<file path="config.mk">
export PLATFORM = sky130hd
export DESIGN_NAME = seg_scan_driver
export DESIGN_NICKNAME = d
export VERILOG_FILES = /design/src/rtl/seg_scan_driver.sv
export SDC_FILE = /design/constraint.sdc
export NUM_CORES = 1
export LEC_CHECK = 0
export BUFFER_PORTS_ARGS = -buffer_cell sky130_fd_sc_hd__buf_2
export CAP_MARGIN = 30
export CELL_PAD_IN_SITES_DETAIL_PLACEMENT = 2
export CELL_PAD_IN_SITES_GLOBAL_PLACEMENT = 2
export CORE_MARGIN = 2
export CORE_UTILIZATION = 37
export CTS_CLUSTER_DIAMETER = 100
export CTS_CLUSTER_SIZE = 10
export DETAILED_ROUTE_END_ITERATION = 8
export GPL_TIMING_DRIVEN = 0
export PLACE_DENSITY = 0.9
export SYNTH_ARGS = -nofsm -noshare
export SYNTH_HDL_FRONTEND = slang
export SYNTH_SLANG_ARGS = --single-unit
export TNS_END_PERCENT = 100
</file>
<file path="constraint.sdc">
create_clock -name clk -period 2.9 [get_ports clk]
set_input_delay 0.58 -clock clk [delete_from_list [all_inputs] [get_ports clk]]
set_output_delay 0.58 -clock clk [all_outputs]
set_load 0.02 [all_outputs]
</file>
<file path="src/rtl/seg_scan_driver.sv">
// Multiplexed seven-segment scan driver with a double-buffered frame,
// leading-zero suppression, per-digit blanking and configurable line polarity.
module seg_scan_driver #(
    parameter int unsigned DIGITS         = 4,
    parameter int unsigned SCAN_DIV       = 50000,
    parameter bit          SEG_ACTIVE_LOW = 1'b1,
    parameter bit          DIG_ACTIVE_LOW = 1'b1
) (
    input  logic                  clk,
    input  logic                  rst,
    input  logic [4*DIGITS-1:0]   value,
    input  logic [DIGITS-1:0]     dp_mask,
    input  logic [DIGITS-1:0]     blank_mask,
    input  logic                  lz_en,
    input  logic                  load,
    output logic [7:0]            seg_out,
    output logic [DIGITS-1:0]     dig_sel,
    output logic                  frame_done
);

    localparam int unsigned CW = $clog2(SCAN_DIV);
    localparam int unsigned IW = (DIGITS > 1) ? $clog2(DIGITS) : 1;

    if (DIGITS < 1 || DIGITS > 8) begin : g_bad_digits
        $error("seg_scan_driver: DIGITS must be in 1..8");
    end
    if (SCAN_DIV < 2) begin : g_bad_div
        $error("seg_scan_driver: SCAN_DIV must be at least 2");
    end

    typedef struct packed {
        logic [4*DIGITS-1:0] val;
        logic [DIGITS-1:0]   dp;
        logic [DIGITS-1:0]   blank;
        logic                lz;
    } frame_t;

    localparam frame_t FRAME_RST = frame_t'{val: '0, dp: '0, blank: '1, lz: 1'b0};

    // Active-high segment pattern {g,f,e,d,c,b,a} for a hex nibble.
    function automatic logic [6:0] glyph(input logic [3:0] n);
        logic [6:0] g;
        case (n)
            4'h0: g = 7'h3f;
            4'h1: g = 7'h06;
            4'h2: g = 7'h5b;
            4'h3: g = 7'h4f;
            4'h4: g = 7'h66;
            4'h5: g = 7'h6d;
            4'h6: g = 7'h7d;
            4'h7: g = 7'h07;
            4'h8: g = 7'h7f;
            4'h9: g = 7'h6f;
            4'ha: g = 7'h77;
            4'hb: g = 7'h7c;
            4'hc: g = 7'h39;
            4'hd: g = 7'h5e;
            4'he: g = 7'h79;
            default: g = 7'h71;
        endcase
        return g;
    endfunction

    logic [CW-1:0]     cnt;
    logic [IW-1:0]     idx;
    frame_t            shadow;
    frame_t            disp;
    frame_t            in_frame;
    logic              tc;
    logic              last;
    logic              wrap;
    logic [DIGITS-1:0] dark;
    logic              all_zero;
    logic [3:0]        cur_nib;
    logic [7:0]        seg_next;
    logic [DIGITS-1:0] sel_next;

    assign in_frame = frame_t'{val: value, dp: dp_mask, blank: blank_mask, lz: lz_en};
    assign tc       = (cnt == CW'(SCAN_DIV - 1));
    assign last     = (idx == IW'(DIGITS - 1));
    assign wrap     = tc && last;

    // Scan from the top digit down so each digit knows whether it and all above are blank zeros.
    always_comb begin
        dark     = '0;
        all_zero = 1'b1;
        for (int i = int'(DIGITS) - 1; i >= 0; i--) begin
            all_zero = all_zero && (disp.val[4*i +: 4] == 4'h0) && !disp.dp[i];
            dark[i]  = disp.blank[i] || (disp.lz && (i >= 1) && all_zero);
        end
    end

    always_comb begin
        cur_nib  = disp.val[4*int'(idx) +: 4];
        seg_next = dark[idx] ? 8'h00 : {disp.dp[idx], glyph(cur_nib)};
        sel_next = dark[idx] ? '0 : (DIGITS'(1) << idx);
    end

    always_ff @(posedge clk) begin
        if (rst) begin
            cnt        <= '0;
            idx        <= '0;
            shadow     <= FRAME_RST;
            disp       <= FRAME_RST;
            seg_out    <= {8{SEG_ACTIVE_LOW}};
            dig_sel    <= {DIGITS{DIG_ACTIVE_LOW}};
            frame_done <= 1'b0;
        end else begin
            cnt <= tc ? '0 : cnt + CW'(1);
            if (tc) begin
                idx <= last ? '0 : idx + IW'(1);
            end
            if (load) begin
                shadow <= in_frame;
            end
            // A load on the wrap cycle bypasses the shadow so it is not a frame late.
            if (wrap) begin
                disp <= load ? in_frame : shadow;
            end
            frame_done <= wrap;
            seg_out    <= seg_next ^ {8{SEG_ACTIVE_LOW}};
            dig_sel    <= sel_next ^ {DIGITS{DIG_ACTIVE_LOW}};
        end
    end

endmodule

</file>
# ---- Word-level counts from Yosys, hierarchy flattened
# Memories as Yosys holds them, arrays and structs flattened.
# Index checks and enable logic that the tools add are counted.
dict set report word_totals {
  regBits 81
  romBits 112
  input_bits 28
  out_inout_bits 13
  wordCells 50
  memories 1
}
# memory words word_bits read_ports rd_ports_with_merged_regs wr line
set mem_list {}
lappend mem_list {{(name not given)} 16 7 1 0 0 43} ;# case (n)
dict set report classes {
  n_addsub 2
  order_cmp 1
  n_eq_ne 2
  shifts 2
  muxes 8
  n_bitwise 2
  n_reduce_logical 19
}
# cell count
set op_table {}
lappend op_table {{two-way mux 25 bit} 1}
lappend op_table {{adder 16 x 1 -> 16 bit (second input constant)} 1}
lappend op_table {{equality test 16 bit (second input constant)} 1}
lappend op_table {{indexed part select 16 x 5 -> 4 bit} 1}
lappend op_table {{zero test 4 bit} 3}
lappend op_table {{logical AND 1 bit} 9}
lappend op_table {{two-way mux 8 bit} 1}
lappend op_table {{inverter 8 bit} 1}
lappend op_table {{binary-select mux 1 bit (select 2 bit)} 2}
lappend op_table {{two-way mux 4 bit} 1}
lappend op_table {{inverter 4 bit} 1}
lappend op_table {{left shift 1 x 2 -> 4 bit (first input constant)} 1}
lappend op_table {{zero test 1 bit} 3}
lappend op_table {{logical OR 1 bit} 3}
lappend op_table {{< comparator 2 x 3 -> 1 bit (second input constant)} 1}
lappend op_table {{adder 2 x 1 -> 2 bit (second input constant)} 1}
lappend op_table {{equality test 2 bit (second input constant)} 1}
lappend op_table {{two-way mux 1 bit} 2}
lappend op_table {{two-way mux 2 bit} 1}
lappend op_table {{OR reduction 2 bit} 1}

# ---- Longest topological paths before layout
dict set report logic_depth {
  ltp_word 12
  ltp_mapped 8
  ltp_nobuf 7
}

# ---- Least setup slack after synthesis
# OpenSTA, ideal clock, no wires.
dict set report synth_path {
  kind {register to register}
  start {register idx[0]}
  end {register seg_out[3]}
  setup_ns 0.137
  arrival_ns 1.904
  required_time_ns 2.763
  setup_slack_ns 0.859
  stages_incl_launch_ff 7
  n_path_buf 1
  period_less_slack_ns 2.041
  path_cell_list {dfxtp_1 buf_2 mux4_2 ha_1 mux2_2 mux2i_1 nand3_1}
}
dict set report synth_via {
  elab_chain_cells 4
  elab_cells_between_ends 6
  classes_between {shift (1); mux (3); bitwise (1); memory (1)}
}
# item line
set synth_rtl {}
lappend synth_rtl {{from (decl)} 65} ;# logic [IW-1:0] idx;
lappend synth_rtl {{from (signal assigned)} 111} ;# idx <= last ? '0 : idx + IW'(1);
lappend synth_rtl {{indexed part select 16 x 5 -> 4 bit or binary-select mux 1 bit (select 2 bit) (tied branches)} {94, 95}}
lappend synth_rtl {{memory read (16 x 7 bit) or two-way mux 1 bit (tied branches)} n/a}
lappend synth_rtl {{two-way mux 8 bit (*)} 95} ;# seg_next = dark[idx] ? 8'h00 : {disp.dp[idx], glyph(cur_nib)};
lappend synth_rtl {{inverter 8 bit (no line) (*)} n/a}
lappend synth_rtl {{to (signal assigned)} 105} ;# seg_out <= {8{SEG_ACTIVE_LOW}};
lappend synth_rtl {{to (signal assigned)} 121} ;# seg_out <= seg_next ^ {8{SEG_ACTIVE_LOW}};
lappend synth_rtl {{to (decl)} 16} ;# output logic [7:0] seg_out,
# Every way passes the cells marked *; elsewhere a longest branch is shown, timed or not. The select of a mux whose other input is x is not followed.
# A chain may end at the register's enable or synchronous reset.

# ---- Worst setup path in the final report
dict set report layout_path {
  start {register idx[0]}
  end {register seg_out[4]}
}
# The elaborated chain is that of the path after synthesis.

==> flow_metrics.py <==
metrics = {
    "finish": {
        "final_common_cell": "dfxtp_1",
        "mostFrequentLayoutCells": "dfxtp_1, nor2_1, buf_2, mux2i_1, nand3_1",
        "syn2layout_area_growth_pct": 16.4,
        "post-route-util_pct": 44.8,
        "final_nets": 419,
        "drive_above_1_share_pct": 20.5,
        "final_cells": 494,
        "antenna_cells": 0,
    },
    "pwr": {
        "powerDensity_nw_per_um2": 555,
        "power_leakage_nw": 1.61,
        "peakVddDrop_v": 0.000306,
    },
    "critical_path": {
        "cp-end-kind": "register",
        "cp_slowest_stage_delay_ps": 620,
        "crit_chain": "buf_2 > mux4_2 > inv_1 > ha_1 > inv_1 > o21ai_0 > nand4_1",
        "crit_path_frequent_cell": "inv_1",
        "critical_path_required_ps": 3120,
        "r2r_setup_slack_ps": 510,
        "cp_max_fo": 10,
        "worst_ep_arrival_time_ps": 2610,
        "critPathBufInv": 3,
        "crit_family": "multiplexers",
        "crit_slowest_cell": "mux4_2",
        "crit_start": "idx[0]",
        "r2r_start": "idx[0]",
        "cp-start-kind": "register",
        "critical_path_class": "register to register",
    },
    "clocking": {
        "post-cts-setup-buffers": 0,
        "path_clk_slew_ps": 90,
        "tritoncts": "built",
        "h-tree-depth": 3,
        "clk_latency_ps": 360,
        "clockBufferDepth": 2,
        "cts_made_buffers": 9,
        "clock-sinks": 81,
        "cts-root-buf": "clkbuf_8",
        "cts_resized": 0,
        "cts_hold_buf": 0,
    },
    "run_status": {
        "outcome": "completed",
    },
    "yosys": {
        "yosys.cell_types.count": 42,
        "ys_warn_count": 0,
        "synth_fa_ha_area_share_pct": 3.69,
        "syn_nets": 368,
        "synth-edff-count": 0,
        "synthCells": 330,
        "syn_area_sq_um": 3390,
        "synth_top_area_share_pct": 47.8,
        "synth_top_family_by_area": "simple AND/OR/NAND/NOR gates",
        "netlist_top_cells_area": "dfxtp_1, mux2i_1, nor2_1, o22a_1, ha_1",
        "synth-simple-area-share_pct": 18.5,
        "synth_xor_xnor_area_share_pct": 3.88,
        "synth-seq-area-share_pct": 47.8,
        "synth.avg_cell_area_sq_um": 10.3,
        "synth_compound_area_share_pct": 9.41,
        "yosys.area.top_type": "dfxtp_1",
        "synth-seq-cells": 81,
        "synthArstFlopShare_pct": 0,
        "synth_ff_type": "dfxtp_1",
        "synth.area.mux_share_pct": 11.7,
    },
    "worst_hold_path": {
        "hold_start": "cnt[0]",
        "worstHoldPathType": "register to register",
    },
    "global_routing": {
        "antenna_found_initial": 0,
        "grt-ovfl-total": 0,
        "first_global_vias": 3038,
        "grt.total_usage_pct": 22.8,
        "grt_pass1_wl_um": 17200,
        "grt_max_degree": 15,
    },
    "route": {
        "wl_um": 10500,
        "num_vias": 2704,
        "dr.pass1.iters": 4,
        "wire_per_inst_um": 21.3,
        "via_per_inst": 5.47,
        "route.detailed.drc": 0,
        "drt_iter0_markers": 77,
        "ant_nets": 0,
    },
    "die": {
        "die_y_um": 99.7,
        "die_area_sq_um": 9940,
        "die_width_um": 99.7,
        "initial_utilization_pct": 38.5,
        "core_sq_um": 8810,
        "pin_count": 41,
        "rows": 34,
    },
    "timing": {
        "period_share_pct": 82.5,
        "max_freq_mhz": 418,
        "hold_violations": 0,
        "slew_violations": 0,
        "rsz0062_at_grt": "no",
        "setup_viol": 0,
        "worst_slack_ps": 509,
        "clock_skew_ps": 7.72,
        "tightest_slew_ps": 642,
        "finalSetupTns_ps": 0,
        "min_period_ps": 2390,
        "relSlewSlack_pct": 57.2,
        "hold_slack_ps": 469,
    },
    "place": {
        "dpl.cell_count": 478,
        "place.gp.congestion": 0.826,
        "hpwl_um": 7130,
        "place_ws_ps": 573,
        "port_buffers": 40,
    },
    "job": {
        "max-cap-violations": 0,
    },
}
[registers in the layout, indices dropped and copies added, names as in the netlist]
| register | flops |
|---|---|
| shadow | 25 |
| disp | 24 |
| cnt | 16 |
| seg_out | 8 |
| dig_sel | 4 |
| idx | 2 |
| dark | 1 |
| frame_done | 1 |
[cells by family (layout without fill, tap and decap cells)]
logic type,count (synthesis),count (layout)
buffers and inverters,32,88
AOI/OAI and AO/OA,40,40
muxes,33,33
adders and majority gates,10,10
and+or+nand+nor,119,119
xor gates and xnor gates,15,15
DFF,81,81
[power breakdown]
group	switching, W	internal, W	total [W]
registers	0.00000945	0.00114	0.00115
clock network	0.000445	0.000488	0.000933
logic	0.0000613	0.0000478	0.000109
[through the flow]
| step | area [sq um] | total power (W) |
|---|---|---|
| 2_1_floorplan | 3390 | 0.00123 |
| 3_3_place_gp | 3720 | 0.00127 |
| 3_5_place_dp | 3720 | 0.00128 |
| 4_1_cts | 3950 | 0.00221 |
| 5_1_grt | 3950 | 0.00227 |
| 6_report | 3950 | 0.00219 |
[cell usage after synthesis (2+ instances only)]
library cell  instances
a211o_1               5
a22o_1                2
and2_1                2
buf_2                 5
buf_4                 3
buf_6                 4
clkbuf_1              9
dfxtp_1              81
ha_1                 10
inv_1                11
mux2_2                3
mux2i_1              25
mux4_2                5
nand2_1               4
nand2b_1              6
nand3_1              21
nand3b_1              2
nand4_1               7
nor2_1               49
nor2b_1               5
nor3_1                4
nor3b_1               3
nor4_1                6
o21ai_0               7
o21bai_1              3
o22a_1               16
or4_1                 3
or4bb_1               2
xnor2_1              14
[final cells by class]
type	instances	area, sq um
Buffer	21	126
Clock buffer	10	128
Clock inverter	6	92.6
Fill cell	924	4860
Inverter	11	41.3
Multi-Input combinational cell	217	1600
Sequential cell	81	1620
Tap cell	108	135
Timing Repair Buffer	40	200
[path summary, 6_finish.rpt]
check,end,cells past startpoint
worst max-delay path,seg_out[4],7
worst min-delay path,cnt[0],1
worst max register to register,seg_out[4],7
worst min register to register,cnt[0],1
[routing by layer]
| layer | global-route usage, % | part of all wire [%] | vias up |
|---|---|---|---|
| met4 | 8.01 | 1.7 | 0 |
| met1 | 27.0 | 42 | 1361 |
| li1 | - | - | 1262 |
| met2 | 40.6 | 53 | 67 |
| met3 | 5.06 | 3.7 | 14 |
| met5 | 0 | 0 | - |
(Power assumes the default switching activity.)
